===== config.mk =====
export PLATFORM = sky130hd
export DESIGN_NAME = pc_fetch_controller
export DESIGN_NICKNAME = d
export VERILOG_FILES = /design/src/rtl/pc_fetch_controller.sv
export SDC_FILE = /design/constraint.sdc
export NUM_CORES = 1
export LEC_CHECK = 0
export ABC_AREA = 1
export ABC_CLOCK_PERIOD_IN_PS = 3000
export CORE_MARGIN = 2
export CORE_UTILIZATION = 37
export CTS_CLUSTER_SIZE = 14
export DETAILED_ROUTE_END_ITERATION = 6
export DONT_BUFFER_PORTS = 1
export PLACE_DENSITY_LB_ADDON = 0.25
export SETUP_SLACK_MARGIN = 0.4
export SKIP_LAST_GASP = 1
export SLEW_MARGIN = 10
export SYNTH_ARGS = -nofsm -noshare
export SYNTH_HDL_FRONTEND = slang
export SYNTH_SLANG_ARGS = --single-unit
export TNS_END_PERCENT = 50

===== constraint.sdc =====
create_clock -name clk -period 3 [get_ports clk]
set_clock_uncertainty 0.05 [all_clocks]
set_input_delay 0.9 -clock clk [delete_from_list [all_inputs] [get_ports clk]]
set_output_delay 0.9 -clock clk [all_outputs]
set_load 0.03 [all_outputs]

===== src/rtl/pc_fetch_controller.sv =====
// pc_fetch_controller
// Sequences the program counter and runs the instruction-memory fetch
// handshake. The external PC register has no enable, so this block computes
// its next value every cycle. Holding the PC means feeding pc_value back.
//
// Ports:
//   clk             system clock, rising edge
//   reset           asynchronous, active-low reset
//   pc_value        current PC read back from the PC register
//   next_pc         value loaded into the PC register every clock (comb.)
//   imem_req        fetch request at address pc_value
//   imem_ready      memory accepts/completes the request this cycle
//   stall           decode stage cannot take an instruction
//   redirect_valid  single-cycle branch/jump redirect strobe
//   redirect_target redirect destination
//   halt / resume   enter / leave the HALTED state
//   fetch_valid     instruction at fetch_pc delivered to decode this cycle
//   fetch_pc        address of the delivered instruction
//   misalign_err    sticky misaligned-target flag, cleared only by reset
//   fetch_count     wrapping count of delivered instructions
module pc_fetch_controller #(
  parameter int             N        = 32,
  parameter logic [N-1:0]   RESET_PC = 32'h0040_0000,
  parameter int             CNT_W    = 16
) (
  input  logic             clk,
  input  logic             reset,
  input  logic [N-1:0]     pc_value,
  output logic [N-1:0]     next_pc,
  output logic             imem_req,
  input  logic             imem_ready,
  input  logic             stall,
  input  logic             redirect_valid,
  input  logic [N-1:0]     redirect_target,
  input  logic             halt,
  input  logic             resume,
  output logic             fetch_valid,
  output logic [N-1:0]     fetch_pc,
  output logic             misalign_err,
  output logic [CNT_W-1:0] fetch_count
);

  localparam logic [2:0] ST_BOOT   = 3'd0;
  localparam logic [2:0] ST_HOLD   = 3'd1;
  localparam logic [2:0] ST_REQ    = 3'd2;
  localparam logic [2:0] ST_HALTED = 3'd3;
  localparam logic [2:0] ST_ERR    = 3'd4;

  localparam logic [N-1:0]     PC_STEP  = {{(N-3){1'b0}}, 3'b100};
  localparam logic [CNT_W-1:0] CNT_ONE  = {{(CNT_W-1){1'b0}}, 1'b1};
  localparam logic [N-1:0]     ADDR_ZERO = {N{1'b0}};
  localparam logic [CNT_W-1:0] CNT_ZERO  = {CNT_W{1'b0}};

  // Instruction addresses must be word aligned.
  function automatic logic is_misaligned(input logic [N-1:0] addr);
    is_misaligned = (addr[1:0] != 2'b00);
  endfunction

  logic [2:0]       state_r;
  logic             pend_valid_r;
  logic [N-1:0]     pend_addr_r;
  logic [CNT_W-1:0] fetch_count_r;
  logic             misalign_err_r;

  logic [2:0]       state_nxt_s;
  logic             pend_valid_nxt_s;
  logic [N-1:0]     pend_addr_nxt_s;
  logic             count_inc_s;
  logic             set_err_s;
  logic [N-1:0]     next_pc_s;
  logic             imem_req_s;
  logic             fetch_valid_s;

  // A live strobe beats an older pending redirect.
  logic             eff_valid_s;
  logic [N-1:0]     eff_target_s;
  logic             eff_misalign_s;

  assign eff_valid_s    = redirect_valid | pend_valid_r;
  assign eff_target_s   = redirect_valid ? redirect_target : pend_addr_r;
  assign eff_misalign_s = is_misaligned(eff_target_s);

  // Next-state, next-PC and handshake decode.
  always_comb begin
    state_nxt_s      = state_r;
    pend_valid_nxt_s = pend_valid_r;
    pend_addr_nxt_s  = pend_addr_r;
    next_pc_s        = pc_value;
    imem_req_s       = 1'b0;
    fetch_valid_s    = 1'b0;
    count_inc_s      = 1'b0;
    set_err_s        = 1'b0;
    case (state_r)
      ST_BOOT: begin
        next_pc_s   = RESET_PC;
        state_nxt_s = ST_HOLD;
      end
      ST_HOLD: begin
        if (eff_valid_s) begin
          next_pc_s        = eff_target_s;
          pend_valid_nxt_s = 1'b0;
        end else begin
          next_pc_s = pc_value;
        end
        if (eff_valid_s && eff_misalign_s) begin
          state_nxt_s = ST_ERR;
          set_err_s   = 1'b1;
        end else if (halt) begin
          state_nxt_s = ST_HALTED;
        end else if (!stall) begin
          state_nxt_s = ST_REQ;
        end else begin
          state_nxt_s = ST_HOLD;
        end
      end
      ST_REQ: begin
        // The request is held until the memory completes it, whatever
        // stall/halt/redirect do in the meantime.
        imem_req_s = 1'b1;
        if (!imem_ready) begin
          next_pc_s = pc_value;
          if (redirect_valid) begin
            pend_valid_nxt_s = 1'b1;
            pend_addr_nxt_s  = redirect_target;
          end else begin
            pend_valid_nxt_s = pend_valid_r;
          end
        end else if (eff_valid_s) begin
          // The instruction just returned is on the wrong path: squash it.
          next_pc_s        = eff_target_s;
          pend_valid_nxt_s = 1'b0;
          if (eff_misalign_s) begin
            state_nxt_s = ST_ERR;
            set_err_s   = 1'b1;
          end else begin
            state_nxt_s = ST_HOLD;
          end
        end else begin
          fetch_valid_s = 1'b1;
          next_pc_s     = pc_value + PC_STEP;
          count_inc_s   = 1'b1;
          if (halt) begin
            state_nxt_s = ST_HALTED;
          end else if (!stall) begin
            state_nxt_s = ST_REQ;
          end else begin
            state_nxt_s = ST_HOLD;
          end
        end
      end
      ST_HALTED: begin
        // Redirects are only captured here; HOLD applies them after resume.
        next_pc_s = pc_value;
        if (redirect_valid) begin
          pend_valid_nxt_s = 1'b1;
          pend_addr_nxt_s  = redirect_target;
        end else begin
          pend_valid_nxt_s = pend_valid_r;
        end
        if (resume && !halt) begin
          state_nxt_s = ST_HOLD;
        end else begin
          state_nxt_s = ST_HALTED;
        end
      end
      ST_ERR: begin
        next_pc_s   = pc_value;
        state_nxt_s = ST_ERR;
      end
      default: begin
        // Unreachable encodings restart the boot sequence.
        next_pc_s   = RESET_PC;
        state_nxt_s = ST_BOOT;
      end
    endcase
  end

  // State, pending redirect, counter and sticky error registers.
  always_ff @(posedge clk or negedge reset) begin
    if (!reset) begin
      state_r        <= ST_BOOT;
      pend_valid_r   <= 1'b0;
      pend_addr_r    <= ADDR_ZERO;
      fetch_count_r  <= CNT_ZERO;
      misalign_err_r <= 1'b0;
    end else begin
      state_r        <= state_nxt_s;
      pend_valid_r   <= pend_valid_nxt_s;
      pend_addr_r    <= pend_addr_nxt_s;
      if (count_inc_s) begin
        fetch_count_r <= fetch_count_r + CNT_ONE;
      end else begin
        fetch_count_r <= fetch_count_r;
      end
      misalign_err_r <= misalign_err_r | set_err_s;
    end
  end

  assign next_pc      = next_pc_s;
  assign imem_req     = imem_req_s;
  assign fetch_valid  = fetch_valid_s;
  assign fetch_pc     = pc_value;
  assign misalign_err = misalign_err_r;
  assign fetch_count  = fetch_count_r;

endmodule


==> results by group <==
Synthesis
  • Post-synth EDFFs: 0
  • Synth Register Bits: 53
  • Sequential element share of the synthesized area: 25.5%
  • Cell taking the most area after synthesis: dfrtp_1
  • Mapped Area: 5200 sq um
  • Unique cell type count in the Yosys netlist: 39
  • Synth top area share: 25.5%
  • Top-count cell post-synth: nand2_1
  • Top cells by area, synth: dfrtp_1 (25%), nand2_1 (21%), a21oi_1 (7.2%)
  • Post-synth ARST share: 100%
  • Syn_nets: 955
  • Yosys warnings: 0
  • Top FF cell, synth: dfrtp_1
  • Syn Area/Cell: 5.90 sq um
  • Cells after Synth: 882
  • Leading cell types by count after synthesis: nand2_1 (287), nor2_1 (95), inv_1 (87), a21oi_1 (75), nand3_1 (64)

Power
  • Power density cells: 823 nW/um^2
  • LEAKAGE: 2.95 nW
  • Tot Pwr: 0.00520 W
  • Max rail drop VDD: 404 uV

Setup path
  • Crit. Startpoint: pc_value[2]
  • Kind of critical path: primary input to output pin
  • CP Launch Type: primary input
  • Crit path capture type: output pin
  • CP cell instances: ha_4, nand2_4, nor2_4, nand2_2, nor2_4, nand2_1, nand2_1, nand4_1, nand2_1, buf_12
  • Worst R2R Start: state_r[2]
  • Required @ worst endpoint: 2.05 ns
  • Crit-path slowest cell: nor2_4
  • Worst EP arrival: 2.02 ns
  • CP max FO: 6
  • Top cell by count, worst path: nand2_1
  • Max incr delay on CP: 0.20 ns

STA
  • Final Max Tran Viols: 0
  • Setup TNS: 0 ns
  • Min cycle time layout: 2.97 ns
  • Slew margin rel.: 61.5%
  • Top achievable clock speed: 337 MHz
  • Setup ws final: 0.0301 ns
  • Final setup vio count: 0
  • Hold Fails Final Rpt: 0
  • Fin crit share: 99.0%
  • Worst slew pin tran: 0.578 ns
  • RSZ-0062 raised after global routing: true

Die
  • Initial Utilization: 37.6%
  • FP Rows: 43
  • Io pins: 154
  • Die Span Y: 123 um
  • Core Area: 13800 sq um
  • Die area: 15000 sq um
  • Die Wd: 123 um

Finish
  • Multi-input gate area: 3500 sq um
  • ANT cells: 0
  • Final core utilization: 45.7%
  • Share of cells above drive strength 1: 19.0%
  • Fillers: 1457
  • Sequential cell area: 1330 sq um
  • Nets: 955
  • Final Non-Filler Cells: 1063
  • Synthesis-to-layout area growth: 21.4%

Flow run
  • Max cap viols: 0

Placement
  • Gp weighted congestion: 0.919
  • Worst slack at placement: -0.0993 ns
  • Hpwl dp: 12.0 mm
  • Placed cell count: 1041
  • Number of port buffers: 0

Global route
  • Vias in the first global route: 4972
  • Largest net degree at the start of global routing: 65
  • Initial antenna violation count: 0
  • GRT Total Usage: 21.9%
  • Grt ovf: 0
  • First-pass GRT wire length: 25.8 mm

Clock tree
  • Root Driver: clkbuf_16
  • Cts bufs inserted: 5
  • Clock transition at path regs: 0.08 ns
  • Worst-skew pair later-pin latency: 0.30 ns
  • Cts hold-fix bufs: 0
  • CTS tree: built
  • Clock sink total: 53
  • H-tree depth: 2
  • Clock buffer depth: 2

Outcome
  • Status: complete, no violations

Routing
  • Detailed Route WL: 16.5 mm
  • Vias: 5480
  • Vias/cell: 5.16
  • Routed Antenna Nets: 0
  • Drt wl/cell: 15.5 um
  • # DRC: 0
  • Starting DRT DRC Count: 418
  • First drt pass iteration count: 6

Hold path
  • HP Class: primary input to async pin
-- cells in the final DEF (no fill, tap or decap), types with 19 or more instances in the layout --
master	instances
nand2_4	19
dfrtp_1	53
o21ai_1	25
o21ai_0	52
buf_4	41
inv_1	87
nand2_2	25
nand3_1	57
a21oi_1	63
nand2_1	248
nor2_1	86
-- critical path: cells and delay by family --
family                   cells  cell delay (ns)
AND/OR/NAND/NOR              8             0.85
buffers and inverters        1             0.14
adder cells (fa/ha/maj)      1             0.13
-- area by class of cell --
| class | count | share of cell area (%) |
|---|---|---|
| clock inverter | 3 | 0.456 |
| tap | 180 | 3.57 |
| sequential | 53 | 21.0 |
| multi-input combinational | 669 | 55.4 |
| clock buffer | 5 | 1.98 |
| inverter | 91 | 5.74 |
| timing repair buffer | 62 | 11.9 |
-- kinds of logic (layout without fill, tap and decap cells) --
logic type | Yosys count | in the layout | share of synthesized area [%]
and+or+nand+nor | 485 | 485 | 39.3
buffers and inverters | 160 | 161 | 15.6
DFF | 53 | 53 | 25.5
muxes | 1 | 1 | 0.192
AOI/OAI and AO/OA | 171 | 171 | 17.3
adders and majority gates | 2 | 2 | 0.481
xor gates and xnor gates | 10 | 10 | 1.68
-- stage by stage --
stage | cell area (sq um) | hold slack (ns)
after global placement | 5690 | 0.443
after detailed placement | 5690 | 0.451
after floorplan | 5440 | 0.433
after CTS | 6200 | 0.225
final | 6320 | 0.232
after global routing | 6320 | 0.215
-- where the power goes --
| group | internal (W) | switching, W |
|---|---|---|
| Combinational | 0.00128 | 0.00206 |
| Sequential | 0.000987 | 0.000256 |
| Clock | 0.000321 | 0.000289 |
-- state kept, by name, summed over array words and instances, names as in the netlist --
name and count:
pend_addr_r 32, fetch_count 16, state_r 3, misalign_err 1
pend_valid_r 1
-- final timing paths --
| path | end | slack (ns) | cells past startpoint |
|---|---|---|---|
| worst max-delay path | next_pc[22] | 0.03 | 10 |
| max in group asynchronous | pend_addr_r[28] | 2.55 | 0 |
| min in group clk | pend_addr_r[4] | 0.46 | 2 |
| worst max register to register | fetch_count[10] | 0.92 | 12 |
| worst min-delay path | fetch_count[8] | 0.23 | 0 |
| worst min register to register | pend_addr_r[4] | 0.46 | 2 |
-- repair_timing --
item / in CTS / in global routing
pin swaps: 14 / 15
setup endpoints to repair: 33 / 33
gates resized for setup: 54 / 18
buffers inserted: 6 / 5
gates cloned: 3 / 0
-- per-layer routing --
metal  global-route usage (%)  wire length [um]  vias to the layer above  share of wire, %
met2                     34.4              7530                      184                46
met4                     6.32               269                        0               1.6
met5                        0                 0                        -                 0
li1                         -                 -                     2791                 -
met3                     4.55              1060                       18               6.4
met1                     30.2              7610                     2487                46
Power figures use the tool's default switching activity.
